File: src/rtl/iter_divider.sv
// Iterative radix-2 restoring divider for RV32M DIV/DIVU/REM/REMU.
// One quotient bit per cycle; sign fix-up and RISC-V special cases are handled internally.
module iter_divider #(
    parameter int XLEN = 32
) (
    input  logic            clk_i,
    input  logic            rst_ni,
    input  logic            start_i,
    input  logic [1:0]      op_i,
    input  logic [XLEN-1:0] dividend_i,
    input  logic [XLEN-1:0] divisor_i,
    input  logic            flush_i,
    output logic            busy_o,
    output logic            valid_o,
    output logic [XLEN-1:0] result_o
);

    localparam int CW = $clog2(XLEN);
    localparam logic [CW-1:0]   CNT_ONE  = CW'(1);
    localparam logic [CW-1:0]   CNT_MAX  = CW'(XLEN - 1);
    localparam logic [XLEN-1:0] ONE      = XLEN'(1);
    localparam logic [XLEN-1:0] MIN_NEG  = {1'b1, {(XLEN-1){1'b0}}};
    localparam logic [XLEN-1:0] ALL_ONES = {XLEN{1'b1}};

    typedef enum logic [1:0] {
        IDLE = 2'd0,
        CALC = 2'd1,
        DONE = 2'd2
    } state_t;

    function automatic logic [XLEN-1:0] twos_neg(input logic [XLEN-1:0] x);
        return (~x) + ONE;
    endfunction

    state_t          state_q, state_d;
    logic [CW-1:0]   cnt_q, cnt_d;
    logic            rem_op_q, rem_op_d;
    logic            neg_q, neg_d;
    logic [XLEN-1:0] rem_q, rem_d;
    logic [XLEN-1:0] quo_q, quo_d;
    logic [XLEN-1:0] dvs_q, dvs_d;
    logic [XLEN-1:0] result_q, result_d;
    logic            valid_s;

    logic            signed_op_s, a_neg_s, b_neg_s;
    logic [XLEN-1:0] abs_a_s, abs_b_s;
    logic            div_zero_s, overflow_s;
    logic [XLEN:0]   shifted_s;
    logic [XLEN+1:0] trial_s;
    logic [XLEN-1:0] rem_next_s, quo_next_s, final_s;

    // Operand preparation and one restoring-division step.
    always_comb begin
        signed_op_s = ~op_i[0];
        a_neg_s     = signed_op_s & dividend_i[XLEN-1];
        b_neg_s     = signed_op_s & divisor_i[XLEN-1];
        abs_a_s     = a_neg_s ? twos_neg(dividend_i) : dividend_i;
        abs_b_s     = b_neg_s ? twos_neg(divisor_i) : divisor_i;
        div_zero_s  = (divisor_i == '0);
        overflow_s  = signed_op_s & (dividend_i == MIN_NEG) & (divisor_i == ALL_ONES);

        // The shifted remainder can need one bit more than XLEN; the extra top bit of trial is its sign.
        shifted_s = {rem_q, quo_q[XLEN-1]};
        trial_s   = {1'b0, shifted_s} - {2'b00, dvs_q};
        if (!trial_s[XLEN+1]) begin
            rem_next_s = trial_s[XLEN-1:0];
            quo_next_s = {quo_q[XLEN-2:0], 1'b1};
        end else begin
            rem_next_s = shifted_s[XLEN-1:0];
            quo_next_s = {quo_q[XLEN-2:0], 1'b0};
        end

        if (rem_op_q) begin
            final_s = neg_q ? twos_neg(rem_next_s) : rem_next_s;
        end else begin
            final_s = neg_q ? twos_neg(quo_next_s) : quo_next_s;
        end
    end

    // Next-state and datapath update; quo_q holds the signed final result while in DONE.
    always_comb begin
        state_d  = state_q;
        cnt_d    = cnt_q;
        rem_op_d = rem_op_q;
        neg_d    = neg_q;
        rem_d    = rem_q;
        quo_d    = quo_q;
        dvs_d    = dvs_q;
        result_d = result_q;
        valid_s  = 1'b0;

        case (state_q)
            IDLE: begin
                if (start_i && !flush_i) begin
                    rem_op_d = op_i[1];
                    neg_d    = op_i[1] ? a_neg_s : (a_neg_s ^ b_neg_s);
                    rem_d    = '0;
                    cnt_d    = CNT_MAX;
                    dvs_d    = abs_b_s;
                    if (div_zero_s) begin
                        quo_d   = op_i[1] ? dividend_i : ALL_ONES;
                        state_d = DONE;
                    end else if (overflow_s) begin
                        quo_d   = op_i[1] ? '0 : MIN_NEG;
                        state_d = DONE;
                    end else begin
                        quo_d   = abs_a_s;
                        state_d = CALC;
                    end
                end else begin
                    state_d = IDLE;
                end
            end
            CALC: begin
                if (flush_i) begin
                    state_d = IDLE;
                end else begin
                    rem_d = rem_next_s;
                    if (cnt_q == '0) begin
                        quo_d   = final_s;
                        state_d = DONE;
                    end else begin
                        quo_d = quo_next_s;
                        cnt_d = cnt_q - CNT_ONE;
                    end
                end
            end
            DONE: begin
                state_d = IDLE;
                if (!flush_i) begin
                    valid_s  = 1'b1;
                    result_d = quo_q;
                end else begin
                    valid_s = 1'b0;
                end
            end
            default: begin
                state_d = IDLE;
            end
        endcase
    end

    // State and datapath registers.
    always_ff @(posedge clk_i or negedge rst_ni) begin
        if (!rst_ni) begin
            state_q  <= IDLE;
            cnt_q    <= '0;
            rem_op_q <= 1'b0;
            neg_q    <= 1'b0;
            rem_q    <= '0;
            quo_q    <= '0;
            dvs_q    <= '0;
            result_q <= '0;
        end else begin
            state_q  <= state_d;
            cnt_q    <= cnt_d;
            rem_op_q <= rem_op_d;
            neg_q    <= neg_d;
            rem_q    <= rem_d;
            quo_q    <= quo_d;
            dvs_q    <= dvs_d;
            result_q <= result_d;
        end
    end

    // A flush landing in DONE must suppress the pulse and expose the previously committed result.
    assign busy_o   = (state_q != IDLE);
    assign valid_o  = valid_s;
    assign result_o = valid_s ? quo_q : result_q;

endmodule

File: config.mk
export PLATFORM = sky130hd
export DESIGN_NAME = iter_divider
export DESIGN_NICKNAME = d
export VERILOG_FILES = /design/src/rtl/iter_divider.sv
export SDC_FILE = /design/constraint.sdc
export NUM_CORES = 1
export LEC_CHECK = 0
export ABC_AREA = 1
export CAP_MARGIN = 20
export CORE_ASPECT_RATIO = 1.1
export CORE_MARGIN = 2
export CORE_UTILIZATION = 46
export DETAILED_ROUTE_END_ITERATION = 10
export PLACE_DENSITY = 0.68
export SYNTH_ARGS = -nofsm -noshare
export SYNTH_HDL_FRONTEND = slang
export SYNTH_SLANG_ARGS = --single-unit
File: constraint.sdc
create_clock -name clk_i -period 5 [get_ports clk_i]
set_input_delay 0.5 -clock clk_i [delete_from_list [all_inputs] [get_ports clk_i]]
set_output_delay 0.5 -clock clk_i [all_outputs]
set_load 0.05 [all_outputs]
Yosys cells after proc, flatten, opt, wreduce, memory -nomap -nowiden:

Index checks and enable logic that the tools add are counted.
W data, S select, Z words.

* register bits after elaboration: 137
* input bits: 70
* output and inout port bits: 34
* word-level logic and storage cells: 76

* add/subtract/negate cells: 6
* equality and inequality tests: 8
* mux-type cells: 32
* bitwise operators: 11
* reductions and logical operators: 11

Operators by type and width (number)
* $mux W32: 16
* $add A32 B1 Y32 const B: 4
* $not A32 Y32: 4
* $pmux W32 S2: 2
* $eq A32 B32 Y1 const B: 2
* $sub A33 B32 Y34: 1
* $logic_not A32 Y1: 1
* $mux W5: 3
* $mux W2: 5
* $pmux W5 S2: 1
* $ne A2 B2 Y1 const B: 3
* $logic_not A5 Y1: 1
* $sub A5 B1 Y5 const B: 1
* $and A1 B1 Y1: 4
* $mux W1: 4
* $pmux W2 S2: 1
* $reduce_and A2 Y1: 2
* $reduce_and A4 Y1: 1
* $reduce_bool A2 Y1: 2
* $ne A3 B3 Y1 const B: 1
* $reduce_and A3 Y1: 1
* $eq A2 B1 Y1 const B: 1
* $eq A2 B2 Y1 const B: 1
* $logic_not A2 Y1: 1
* other kinds (4): 5

Logic depth before layout (Yosys ltp):

* depth after elaboration: 9
* gate-level depth with buffers: 29
* gate-level depth less buffers: 27

Worst setup path after synthesis:

Ideal clock, no wire load.

* kind: in2out
* start point: input port flush_i
* end point: output port result_o[0]
* arrival: 3.316 ns
* data required time: 4.500 ns
* setup slack: 1.184 ns
* cell stages on the path: 4
* path buffers: 1
* cell sequence: nor3_1 inv_2 clkbuf_1 o21ai_0

* longest elaborated chain between the ends: 3

RTL lines
* start, declared: line 12 `input logic flush_i,`
* $mux W1: line 130 `if (!flush_i) begin`
* $mux W1: line 92 `case (state_q)`
* $mux W32: line 169 `assign result_o = valid_s ? quo_q : result_q;`
* end, declared: line 15 `output logic [XLEN-1:0] result_o`

Every way passes these cells.

Final worst setup path:

* start point: register rem_q[2]
* end point: register quo_q[30]

* longest elaborated chain between the ends: 9
* elaborated cells between the ends (all ways): 13
* classes of those cells: add/sub (3); mux (8); bitwise (2)

RTL lines
* start, declared: line 39 `logic [XLEN-1:0] rem_q, rem_d;`
* start signal, assigned: line 159 `rem_q <= rem_d;`
* $sub A33 B32 Y34: line 64 `trial_s = {1'b0, shifted_s} - {2'b00, dvs_q};`
* $mux W1 / $mux W32 (equally long branches): line 65 `if (!trial_s[XLEN+1]) begin`
* $not A32 Y32: line 32 `return (~x) + ONE;`
* $add A32 B1 Y32: line 32
* $mux W32 (on tied branches): line 76, 74
* $mux W32 (*): line 73 `if (rem_op_q) begin`
* $mux W32 (*): line 119 `if (cnt_q == '0) begin`
* $mux W32 (*): line 115 `if (flush_i) begin`
* $pmux W32 S2 (*): line 92
* end signal, assigned: line 160 `quo_q <= quo_d;`
* end, declared: line 40 `logic [XLEN-1:0] quo_q, quo_d;`

Every way passes the cells marked *; elsewhere a longest branch is shown, timed or not. The select of a mux whose other input is x is not followed.
A chain may end at the register's enable or synchronous reset.

==> impl_metrics.sql <==
INSERT INTO impl_metrics (metric_group, metric, value, unit) VALUES
('outcome', 'status', 'finished, final reports clean', ''),
('cells_and_area', 'antenna_cells', '0', ''),
('yosys', 'compound_gate_fraction_of_synth_area', '0.1752', ''),
('yosys', 'synth_top_family_by_area', 'simple AND/OR/NAND/NOR gates', ''),
('routing', 'detail_route.first_pass.iterations', '9', ''),
('cts', 'cts.reportedPaths.clkPinSlew', '70', 'ps'),
('cts', 'clock_path_buffers', '2', ''),
('floorplan', 'start_util', '0.4679', ''),
('cells_and_area', 'ff_latch_area', '3430', 'µm²'),
('setup_path', 'timing.critical_path.buf_inv', '2', ''),
('cells_and_area', 'post_route_cells_drive_above_1_share', '0.07742', ''),
('sta', 'timing.final.setup_violations', '0', ''),
('yosys', 'post_synth.cell_area_avg', '6.242', 'µm²'),
('sta', 'worst_clock_skew', '12.53', 'ps'),
('global_route', 'initial_antenna_violation_count', '0', ''),
('power_and_ir_drop', 'total_power', '11.20', 'mW'),
('power_and_ir_drop', 'clock_power_share', '0.122', ''),
('yosys', 'synth_sequential_area_ratio', '0.2629', ''),
('cells_and_area', 'layout_area_overhead', '14.68', '%'),
('yosys', 'share_of_cell_area_taken_by_muxes_after_synthesis', '0', ''),
('power_and_ir_drop', 'netSwitchingPower', '6.454', 'mW'),
('power_and_ir_drop', 'internal_power', '4.742', 'mW'),
('placed_design', 'dpl.hpwl', '34.35', 'mm'),
('yosys', 'number_of_synthesized_flops_with_an_enable_pin', '0', ''),
('global_route', 'grt_pass1_wl', '70.52', 'mm'),
('yosys', 'synth_top_cells_by_area', 'dfrtp_1 26%, nand2_1 16%, inv_1 7.9%', ''),
('cts', 'clkSinkCount', '137', ''),
('sta', 'grt_setup_unrepaired', 'no', ''),
('sta', 'time_the_worst_path_needs_with_i_o_delays_and_setup', '4479', 'ps'),
('yosys', 'post_synth_inst_count', '2089', ''),
('sta', 'count_of_pins_over_their_slew_limit', '0', ''),
('yosys', 'synth_simple_gate_area_share', '0.3624', ''),
('cts', 'clk_tree_root_cell', 'clkbuf_16', ''),
('sta', 'maximum_achievable_frequency', '223.3', 'MHz'),
('routing', 'wirelength_per_cell', '17.65', 'µm'),
('floorplan', 'floorplan.die_area', '29710', 'µm²'),
('cts', 'htree_levels', '4', ''),
('sta', 'tightestPinTransition', '899.9', 'ps'),
('yosys', 'ys_types', '52', ''),
('setup_path', 'cp_common_cell', 'nand2_1', ''),
('setup_path', 'worstSetupEndpointType', 'flop', ''),
('power_and_ir_drop', 'share_seq_of_total_power', '0.162', ''),
('routing', 'postRouteWirelength', '44.71', 'mm'),
('sta', 'final.setup.worst_slack', '521.4', 'ps'),
('yosys', 'ys_async_sr_fraction', '1.000', ''),
('hold_path', 'holdCritPathClass', 'in -> async', ''),
('placed_design', 'detailedPlace.worstSlack', '513.5', 'ps'),
('yosys', 'synth-adder-area-share', '0.03896', ''),
('setup_path', 'cp.arrival', '4850', 'ps'),
('power_and_ir_drop', 'power-per-cell-area', '748.7', 'nW/µm²'),
('cts', 'number_of_hold_repair_buffers_added_at_the_cts_stage', '0', ''),
('sta', 'timing.slew.headroom', '0.4000', ''),
('setup_path', 'critical-path-max-stage-delay', '420', 'ps'),
('setup_path', 'cpMaxStageDelayCell', 'dfrtp_1', ''),
('cells_and_area', 'final_cell_mix', '569 x nand2_1, 274 x inv_1, 202 x nor2_1', ''),
('placed_design', 'port_buffers', '103', ''),
('global_route', 'grt_use_total', '0.3037', ''),
('global_route', 'grt_remaining_overflow', '0', ''),
('setup_path', 'critical_path_class', 'reg -> reg', ''),
('setup_path', 'required', '5370', 'ps'),
('cells_and_area', 'final_util', '0.5366', ''),
('sta', 'final.period_utilization', '0.8957', ''),
('cells_and_area', 'filler_cells_inserted', '2891', ''),
('setup_path', 'critical-path-top-delay-family', 'simple AND/OR/NAND/NOR gates', ''),
('yosys', 'yosysWarningCount', '0', ''),
('yosys', 'synth_largest_area_cell', 'dfrtp_1', ''),
('floorplan', 'die_height', '180.6', 'µm'),
('routing', 'via_count', '13880', ''),
('global_route', 'grt_pass1_vias', '12920', ''),
('floorplan', 'core.rowCount', '64', ''),
('yosys', 'synth_largest_type_area_fraction', '0.2629', '');
-- worst register-to-register path, stage by stage, from the launching register on --
cell and delay (ps):
dfrtp_1 420, ha_1 400, nand2_2 110, inv_1 60, nand2_1 60, nand2_1 50
nand2_1 60, nand3_2 110, nand2_2 100, nand2_2 70, nand2_4 270, nand2_8 240
inv_2 280, ha_1 240, nand2_1 100, nor3_2 250, nand3_1 120, nor2_2 210
a21oi_1 170, nor2_1 170, o21ai_0 170, a21oi_1 210, xor2_1 160, o21ai_0 100
nand2_1 90, nand2_1 60, a21oi_2 100
-- synthesized netlist by cell type, types with 3 or more instances --
cell type  number
inv_2          13
o21bai_1        4
nor3b_1         4
buf_2           5
o21ai_1        17
xnor2_1        28
nand4_1        23
o211ai_1       13
dfrtp_1       137
nor2_2         12
or2_2           6
o21ai_4         4
nand3_1       141
nor4_1          7
xor2_1         45
o22ai_1        13
a21oi_1       114
a22oi_1        13
a21oi_2        10
nand3b_1        5
clkbuf_1       53
ha_1           39
nand3_4         3
a31oi_1         6
clkinv_1        4
o21ai_0       199
nand2_2        36
nor2_4          8
o31ai_1         5
inv_1         274
nand2_4        11
buf_6           7
nor2_1        204
nand2_1       569
nand3_2         4
buf_1           3
nor3_1         31
-- sequential cells by signal, summed over array words and instances (netlist names) --
name / flops
rem_op_q: 1
result_q: 32
dvs_q: 32
cnt_q: 5
quo_q: 32
neg_q: 1
state_q: 2
rem_q: 32
-- worst paths after layout --
| kind | startpoint | to | slack [ps] | depth (start not counted) |
|---|---|---|---|---|
| max in group asynchronous | rst_ni | result_q[15] | 3950 | 2 |
| min reg2reg | dvs_q[16] | dvs_q[16] | 480 | 2 |
| min | rst_ni | rem_op_q | 10 | 1 |
| min in group clk_i | dvs_q[16] | dvs_q[16] | 480 | 2 |
| max | rem_q[2] | quo_q[30] | 520 | 26 |
| max reg2reg | rem_q[2] | quo_q[30] | 520 | 26 |
-- per-stage QoR --
| stage | std cells | hold slack [ps] | cell area (µm²) |
|---|---|---|---|
| after global placement | 2501 | 467.9 | 14310 |
| after floorplan | 2089 | 204.4 | 13040 |
| final | 2533 | 11.38 | 14950 |
| after global routing | 2533 | 47.20 | 14950 |
| after detailed placement | 2501 | 472.4 | 14310 |
| after CTS | 2532 | 17.88 | 14920 |
-- layer usage --
| layer | routed length, µm | share of wire | vias to the layer above | track usage |
|---|---|---|---|---|
| li1 | - | - | 6869 | - |
| met1 | 20460 | 0.46 | 6418 | 0.4367 |
| met5 | 0 | 0 | - | 0 |
| met4 | 1538 | 0.034 | 0 | 0.1064 |
| met2 | 19770 | 0.44 | 507 | 0.4656 |
| met3 | 2939 | 0.066 | 81 | 0.04074 |
-- final cells by class --
class                   count  share of cell area
multi-input cells        1590              0.5469
flip-flops and latches    137              0.2293
repair buffers            121             0.07940
inverters                 291             0.07304
clock buffers              20             0.03121
well taps                 363             0.03037
clock inverters            11            0.009789
-- kinds of logic after synthesis --
group,count (synthesis)
DFF,137
buffers and inverters,362
adders and majority gates,40
AOI/OAI and AO/OA,408
and+or+nand+nor,1069
xor gates and xnor gates,73
-- power groups by stage --
stage	sequential, mW	combinational [mW]	clock [mW]
floorplan	1.74	6.00	0
global route	1.86	8.83	1.42
detailed placement	1.82	7.90	0
CTS	1.81	7.93	1.37
global placement	1.81	7.85	0
finish	1.81	8.02	1.36
-- what timing repair did --
item,in CTS,in global routing
resized for setup,0,2
buffers inserted,0,0
setup endpoints to repair,0,2
Power figures use the tool's default switching activity.
